`src/rtl/elevator_state_bank.sv`:
```
// elevator_state_bank: parametrised state register bank for the elevator
// scheduler with a small IDLE/RUN/DONE run-control FSM on top.
// Optional feature: define ELEV_STEP_COUNT_EN to build the committed-step
// counter with saturation timeout; otherwise step_count/timeout read 0.
module elevator_state_bank #(
   parameter int  NUM_FLOORS = 7,
   parameter int  NUM_CARS   = 2,
   parameter int  CNT_W      = 6,
   parameter int  STEP_W     = 8,
   localparam int FLR_W      = $clog2(NUM_FLOORS)
) (
   input  logic                        clock,
   input  logic                        reset_start_n,
   input  logic                        start,
   input  logic [NUM_FLOORS*CNT_W-1:0] passenger_in,
   input  logic [NUM_CARS*FLR_W-1:0]   init_car,
   input  logic                        step_en,
   input  logic [NUM_FLOORS*CNT_W-1:0] remaining_next,
   input  logic [NUM_CARS*CNT_W-1:0]   boarding_next,
   input  logic [NUM_CARS*FLR_W-1:0]   curr_car_next,
   input  logic [NUM_CARS*2-1:0]       dir_car_next,
   output logic [NUM_FLOORS*CNT_W-1:0] remaining,
   output logic [NUM_CARS*CNT_W-1:0]   boarding,
   output logic [NUM_CARS*FLR_W-1:0]   curr_car,
   output logic [NUM_CARS*2-1:0]       dir_car,
   output logic                        busy,
   output logic                        done,
   output logic                        range_err,
   output logic [STEP_W-1:0]           step_count,
   output logic                        timeout
);

   typedef enum logic [1:0] {S_IDLE, S_RUN, S_DONE} state_t;

   localparam logic [FLR_W-1:0] FLR_MAX = FLR_W'(NUM_FLOORS - 1);

   state_t                        r_state;
   logic [NUM_FLOORS*CNT_W-1:0]   r_remaining;
   logic [NUM_CARS*CNT_W-1:0]     r_boarding;
   logic [NUM_CARS*FLR_W-1:0]     r_curr_car;
   logic [NUM_CARS*2-1:0]         r_dir_car;
   logic                          r_range_err;

   logic [NUM_CARS*FLR_W-1:0]     w_init_flr;
   logic [NUM_CARS*2-1:0]         w_init_dir;
   logic                          w_init_oor;
   logic [NUM_CARS*FLR_W-1:0]     w_nxt_flr;
   logic [NUM_CARS*2-1:0]         w_nxt_dir;
   logic                          w_nxt_oor;
   logic                          w_pin_zero;
   logic                          w_nxt_zero;

`ifdef ELEV_STEP_COUNT_EN
   localparam logic [STEP_W-1:0] STEP_MAX = '1;
   logic [STEP_W-1:0]            r_step_cnt;
   logic                         r_timeout;
`endif

   // Clamp floor indices, derive the initial heading, and sanitise direction codes
   always_comb begin
      w_init_flr = '0;
      w_init_dir = '0;
      w_init_oor = 1'b0;
      w_nxt_flr  = '0;
      w_nxt_dir  = '0;
      w_nxt_oor  = 1'b0;
      for (int c = 0; c < NUM_CARS; c++) begin
         if (32'(init_car[c*FLR_W +: FLR_W]) >= NUM_FLOORS) begin
            w_init_flr[c*FLR_W +: FLR_W] = FLR_MAX;
            w_init_oor = 1'b1;
         end else begin
            w_init_flr[c*FLR_W +: FLR_W] = init_car[c*FLR_W +: FLR_W];
         end
         // Cars in the lower half head up, the rest head down
         w_init_dir[c*2 +: 2] = (32'(init_car[c*FLR_W +: FLR_W]) < NUM_FLOORS/2) ? 2'b10 : 2'b01;
         if (32'(curr_car_next[c*FLR_W +: FLR_W]) >= NUM_FLOORS) begin
            w_nxt_flr[c*FLR_W +: FLR_W] = FLR_MAX;
            w_nxt_oor = 1'b1;
         end else begin
            w_nxt_flr[c*FLR_W +: FLR_W] = curr_car_next[c*FLR_W +: FLR_W];
         end
         // Code 11 has no meaning and is stored as idle
         w_nxt_dir[c*2 +: 2] = (dir_car_next[c*2 +: 2] == 2'b11) ? 2'b00 : dir_car_next[c*2 +: 2];
      end
      w_pin_zero = (passenger_in == '0);
      w_nxt_zero = (remaining_next == '0) && (boarding_next == '0);
   end

   // Run-control FSM and state bank; start has priority over everything else
   always_ff @(posedge clock or negedge reset_start_n) begin
      if (!reset_start_n) begin
         r_state     <= S_IDLE;
         r_remaining <= '0;
         r_boarding  <= '0;
         r_curr_car  <= '0;
         r_dir_car   <= '0;
         r_range_err <= 1'b0;
`ifdef ELEV_STEP_COUNT_EN
         r_step_cnt  <= '0;
         r_timeout   <= 1'b0;
`endif
      end else if (start) begin
         r_remaining <= passenger_in;
         r_boarding  <= '0;
         r_curr_car  <= w_init_flr;
         r_dir_car   <= w_init_dir;
         r_range_err <= w_init_oor;
         r_state     <= w_pin_zero ? S_DONE : S_RUN;
`ifdef ELEV_STEP_COUNT_EN
         r_step_cnt  <= '0;
         r_timeout   <= 1'b0;
`endif
      end else if (r_state == S_RUN) begin
`ifdef ELEV_STEP_COUNT_EN
         if (r_timeout) begin
            // Counter saturated on the previous commit: stop the run
            r_state <= S_DONE;
         end else
`endif
         if (step_en) begin
            r_remaining <= remaining_next;
            r_boarding  <= boarding_next;
            r_curr_car  <= w_nxt_flr;
            r_dir_car   <= w_nxt_dir;
            r_range_err <= r_range_err | w_nxt_oor;
            if (w_nxt_zero) r_state <= S_DONE;
`ifdef ELEV_STEP_COUNT_EN
            if (r_step_cnt != STEP_MAX) r_step_cnt <= r_step_cnt + STEP_W'(1);
            if (r_step_cnt == STEP_MAX - STEP_W'(1)) r_timeout <= 1'b1;
`endif
         end
      end
   end

   assign remaining = r_remaining;
   assign boarding  = r_boarding;
   assign curr_car  = r_curr_car;
   assign dir_car   = r_dir_car;
   assign busy      = (r_state == S_RUN);
   assign done      = (r_state == S_DONE);
   assign range_err = r_range_err;
`ifdef ELEV_STEP_COUNT_EN
   assign step_count = r_step_cnt;
   assign timeout    = r_timeout;
`else
   assign step_count = '0;
   assign timeout    = 1'b0;
`endif

endmodule

```
`config.mk`:
```
export PLATFORM = sky130hd
export DESIGN_NAME = elevator_state_bank
export DESIGN_NICKNAME = d
export VERILOG_FILES = /design/src/rtl/elevator_state_bank.sv
export SDC_FILE = /design/constraint.sdc
export NUM_CORES = 1
export LEC_CHECK = 0
export ABC_AREA = 0
export CORE_UTILIZATION = 39
export DETAILED_ROUTE_END_ITERATION = 10
export GPL_TIMING_DRIVEN = 0
export PLACE_DENSITY = 0.88
export SLEW_MARGIN = 5
export SYNTH_ARGS = -nofsm -noshare
export SYNTH_HDL_FRONTEND = slang
export SYNTH_SLANG_ARGS = --single-unit
```
`constraint.sdc`:
```
create_clock -name clock -period 1.7 [get_ports clock]
set_input_delay 0.255 -clock clock [delete_from_list [all_inputs] [get_ports clock]]
set_output_delay 0.255 -clock clock [all_outputs]
set_load 0.02 [all_outputs]
```
# Yosys cells after proc, flatten, opt, wreduce, memory -nomap -nowiden
# Index checks and enable logic that the tools add are counted.
[word_totals]
register_bits = 67
output_inout_bits = 76
[op_classes]
magnitude_cmp = 6
eq_ne = 4
mux = 32
bitwise_logic = 1
reduce_logical = 9
[op_table]
columns = ["operator", "n"]
rows = [
  ["42-bit two-way mux", 3],
  ["42-bit logical NOT", 2],
  ["12-bit two-way mux", 3],
  ["2-bit two-way mux", 9],
  ["6-bit two-way mux", 3],
  ["3-bit greater-or-equal comparator, second input constant", 4],
  ["12-bit logical NOT", 1],
  ["3-bit two-way mux", 4],
  ["4-bit two-way mux", 3],
  ["1-bit two-way mux", 7],
  ["2-bit == test, second input constant", 3],
  ["3-bit by 2-bit less-than comparator with 1-bit output, second input constant", 2],
  ["2-bit nonzero test", 3],
  ["3-bit AND reduction", 1],
  ["2-bit by 1-bit == test with 1-bit output, second input constant", 1],
  ["2-bit AND reduction", 1],
  ["1-bit logical AND", 1],
  ["1-bit OR", 1],
]

# Longest topological paths before layout
[logic_depth]
word_depth = 7
mapped_depth = 5
ltp_nobuf = 4

# Least setup slack after synthesis
# No wires, ideal clock.
[synth_path]
path_type = "register -> register"
startpoint = "register r_state[0]"
endpoint = "register r_curr_car[3] (netlist: curr_car[3])"
arrival_ns = 1.077
required_ns = 1.569
path_slack_ns = 0.492
path_stages_with_launch = 6
path_buffers = 1
period_less_slack_ns = 1.208
path_cell_list = "dfrtp_1 -> and3b_1 -> buf_4 -> and3_1 -> a21oi_1 -> o21ai_1"
[synth_via]
elab_chain_len = 3
[synth_rtl]
columns = ["element", "line_no", "rtl"]
rows = [
  ["start: declaration", "37", "state_t r_state;"],
  ["start signal: assignment", "108", "r_state <= w_pin_zero ? S_DONE : S_RUN;"],
  ["2-bit by 1-bit == test with 1-bit output", "113", "end else if (r_state == S_RUN) begin"],
  ["2-bit nonzero test (no line)", "-", ""],
  ["2-bit AND reduction (no line)", "-", ""],
  ["end signal: assignment", "105", "r_curr_car <= w_init_flr;"],
  ["end signal: assignment", "123", "r_curr_car <= w_nxt_flr;"],
  ["end: declaration", "40", "logic [NUM_CARS*FLR_W-1:0] r_curr_car;"],
]
# Every way passes these cells.
# A chain may end at the register's enable or synchronous reset.

# Worst setup path in the final report
[layout_path]
startpoint = "input remaining_next[10]"
endpoint = "register r_state[0]"
[layout_via]
elab_chain_len = 4
[layout_rtl]
columns = ["element", "line_no", "rtl"]
rows = [
  ["start: declaration", "18", "input logic [NUM_FLOORS*CNT_W-1:0] remaining_next,"],
  ["42-bit logical NOT", "86", "w_nxt_zero = (remaining_next == '0) && (boarding_next == '0);"],
  ["1-bit logical AND", "86", ""],
  ["2-bit nonzero test (no line)", "-", ""],
  ["3-bit AND reduction (no line)", "-", ""],
]
# Every way passes these cells.

==> results by group <==
Routing
  • Routed WL: 11900 um
  • # DRC: 0
  • Routed WL per cell: around 18 um
  • Drt first pass iters: 4
  • Via count: 3507
  • Vias per cell: roughly 5.3
  • 1st-iter DRT viols: 204
  • Remaining antenna violation count: 0

STA
  • Min Hold Slack: 25.2 ps
  • Final worst path period share: 95.5%
  • Endpoints failing hold: 0
  • TNS Setup: 0 ps
  • Worst Tran Pin Value: roughly 850 ps
  • Fin crit period: 1620 ps
  • Rel. slew slack: 43.4%
  • Unrepaired setup endpoints after global routing: false
  • Worst Skew: 11.0 ps
  • Slew Viols, Final: 0
  • Fmax: 616 MHz
  • Final setup fails: 0

Setup path
  • CP max FO: 2
  • Required time worst endpoint: 1890 ps
  • Crit path DAT: 1820 ps
  • CP Class: in2reg
  • Worst setup EP type: flop
  • Crit path launch type: input port

Die
  • Core area: 8340 um^2
  • Die Height: 95.5 um
  • Initial Utilization: 40.8%
  • Die width: 95.5 um
  • # IOs: between 150 and 200
  • Die area: 9110 um^2
  • Core Rows: 33

Power
  • Peak supply drop: 0.445 mV
  • Pwr dens: 811 nW/um^2
  • P_leak: 2.49 nW

Synth
  • Simple-gate portion of the synthesized area: between 10% and 20%
  • Syn_area_per_cell: slightly below 10 um^2
  • Post-Synth Adder-Cell Area: 0%
  • Yosys warnings: 0
  • Post-Syn Area: roughly 3400 um^2
  • Main area contributors after synthesis: dfrtp_1, mux2i_1, nand2_1, o21ai_0, nor4_1
  • Sequential area share after synthesis: 49.2%
  • Synth Area in XOR/XNOR: 0%
  • Area leader, netlist: dfrtp_1
  • Mux cell area share after synthesis: 13.2%
  • Syn Inst Count: 352
  • Complex-gate fraction of the synthesized area: between 10% and 20%
  • Largest family of logic cells by synthesized area: simple AND/OR/NAND/NOR gates
  • Post-synth cell types: 30
  • Yosys top cell area share: roughly 49%
  • FF+latch count, synth: 67

CTS
  • Root Driver: clkbuf_8
  • Num CTS Buffers: 9
  • Clk_lat worst skew: 340 ps
  • CTS sink cnt: 67
  • H-tree Lvls: 3
  • Clock Tree Buf Depth: 2
  • # hold bufs at CTS: 0
  • CTS tree: yes
  • Clock transition at path regs: 80 ps

Cells and area
  • Most common cell after layout, fill and taps aside: clkdlybuf4s50_1
  • N_diodes: 0
  • Share of cells above drive strength 1: 8.26%
  • Post-route insts no fill: 662
  • Layout Area Growth over Synthesis: 64.8%
  • FILL cells: 682
  • Fin nets: roughly 670
  • Most frequent cells in the layout: clkdlybuf4s50_1, nand2_1, dfrtp_1

Placement
  • Post-Place Cells: 646
  • Detail Placement HPWL: 9370 um
  • PortBufs: about 180
  • Gpl congestion: 0.829

Global route
  • GRT Total Usage: 26.2%
  • Largest net degree at the start of global routing: between 60 and 70
  • Overflow left after global routing: 0
  • Initial antenna violation count: 1
  • Vias in the first global route: 3475
  • Global-route wire length before repair: 17600 um

Run
  • Max Cap Viol: 0

Outcome
  • Status: finished, final reports clean

Min path
  • Hold Path Class: in2async
-- sequential cells by signal, indices dropped and copies added, names as in the netlist --
| name | flops |
|---|---|
| boarding | 12 |
| curr_car | 6 |
| dir_car | 4 |
| r_state | 2 |
| range_err | 1 |
| remaining | 42 |
-- worst max-delay path, cell delays in order --
cell and delay, ps:
clkdlybuf4s50_1 440, nor4_1 500, nand3_1 170, nor4_2 320, o21ai_0 120
-- per-stage QoR --
stage	total power, mW	worst slack (ps)	utilization, %	area, um^2
2_1_floorplan	2.40	492	-	3440
3_3_place_gp	3.14	-1890	64.5	5380
3_5_place_dp	3.17	-379	64.5	5380
4_1_cts	4.58	7.28	67.1	5600
5_1_grt	4.76	13.6	67.3	5620
6_report	4.55	76.7	67.3	5620
-- final timing paths --
path                                 end  slack [ps]                from  cells past startpoint
min in group clock         remaining[25]         330               start                      2
setup / recovery              r_state[0]          80  remaining_next[10]                      5
setup reg to reg           remaining[40]         330          r_state[1]                      5
hold reg to reg              boarding[5]         530         boarding[5]                      2
hold / removal                 range_err          30       reset_start_n                      1
max in group asynchronous  remaining[16]        1120       reset_start_n                      1
-- synthesized netlist by cell type --
library cell	instances
nor2_1	6
o21ai_1	9
mux2i_1	45
nand2b_1	3
buf_2	4
nor4_2	5
nor3b_1	2
o21ai_0	41
o32a_1	1
nor2b_1	2
and3b_1	1
and3_1	2
nand3b_4	1
a21oi_1	20
nor3_1	1
buf_8	5
buf_4	11
clkbuf_1	11
nor4_1	19
inv_1	1
dfrtp_1	67
a31oi_1	2
nand3_1	8
nand4_1	5
conb_1	1
nand2_1	75
o31a_1	1
o21a_1	1
o31ai_1	1
a211oi_1	1
-- report_power, final --
group / total (mW) / internal (mW) / switching, mW
combinational: 1.32 / 0.678 / 0.640
clock: 1.41 / 0.793 / 0.614
sequential: 1.83 / 1.74 / 0.0875
total: 4.55 / 3.21 / 1.34
-- area by class of cell --
cell class | instances | area [um^2] | area share [%]
Timing Repair Buffer | 181 | 1810 | 32.2
Inverter | 1 | 3.75 | 0.0668
Clock inverter | 4 | 47.5 | 0.847
Clock buffer | 12 | 165 | 2.94
Multi-Input combinational cell | 261 | 1570 | 27.9
Tap cell | 105 | 131 | 2.34
Sequential cell | 67 | 1680 | 29.9
Buffer | 31 | 219 | 3.90
-- per-layer routing --
layer	part of all wire, %	vias to the layer above	global-route usage [%]
li1	-	1643	-
met1	39	1645	31.8
met2	49	197	43.2
met3	9.5	22	7.66
met4	2.7	0	11.7
met5	0	-	0
-- timing repair --
action / 4_1_cts / 5_1_grt
resized for setup: 3 / 3
setup endpoints to repair: 3 / 2
pin swaps: 0 / 3
setup buffers: 0 / 0
-- cell families after synthesis --
family / Yosys count
and+or+nand+nor: 130
AOI/OAI and AO/OA: 77
DFF: 67
muxes: 45
buffers and inverters: 32
other: 1
No activity file was read; power rests on OpenSTA's default activity.
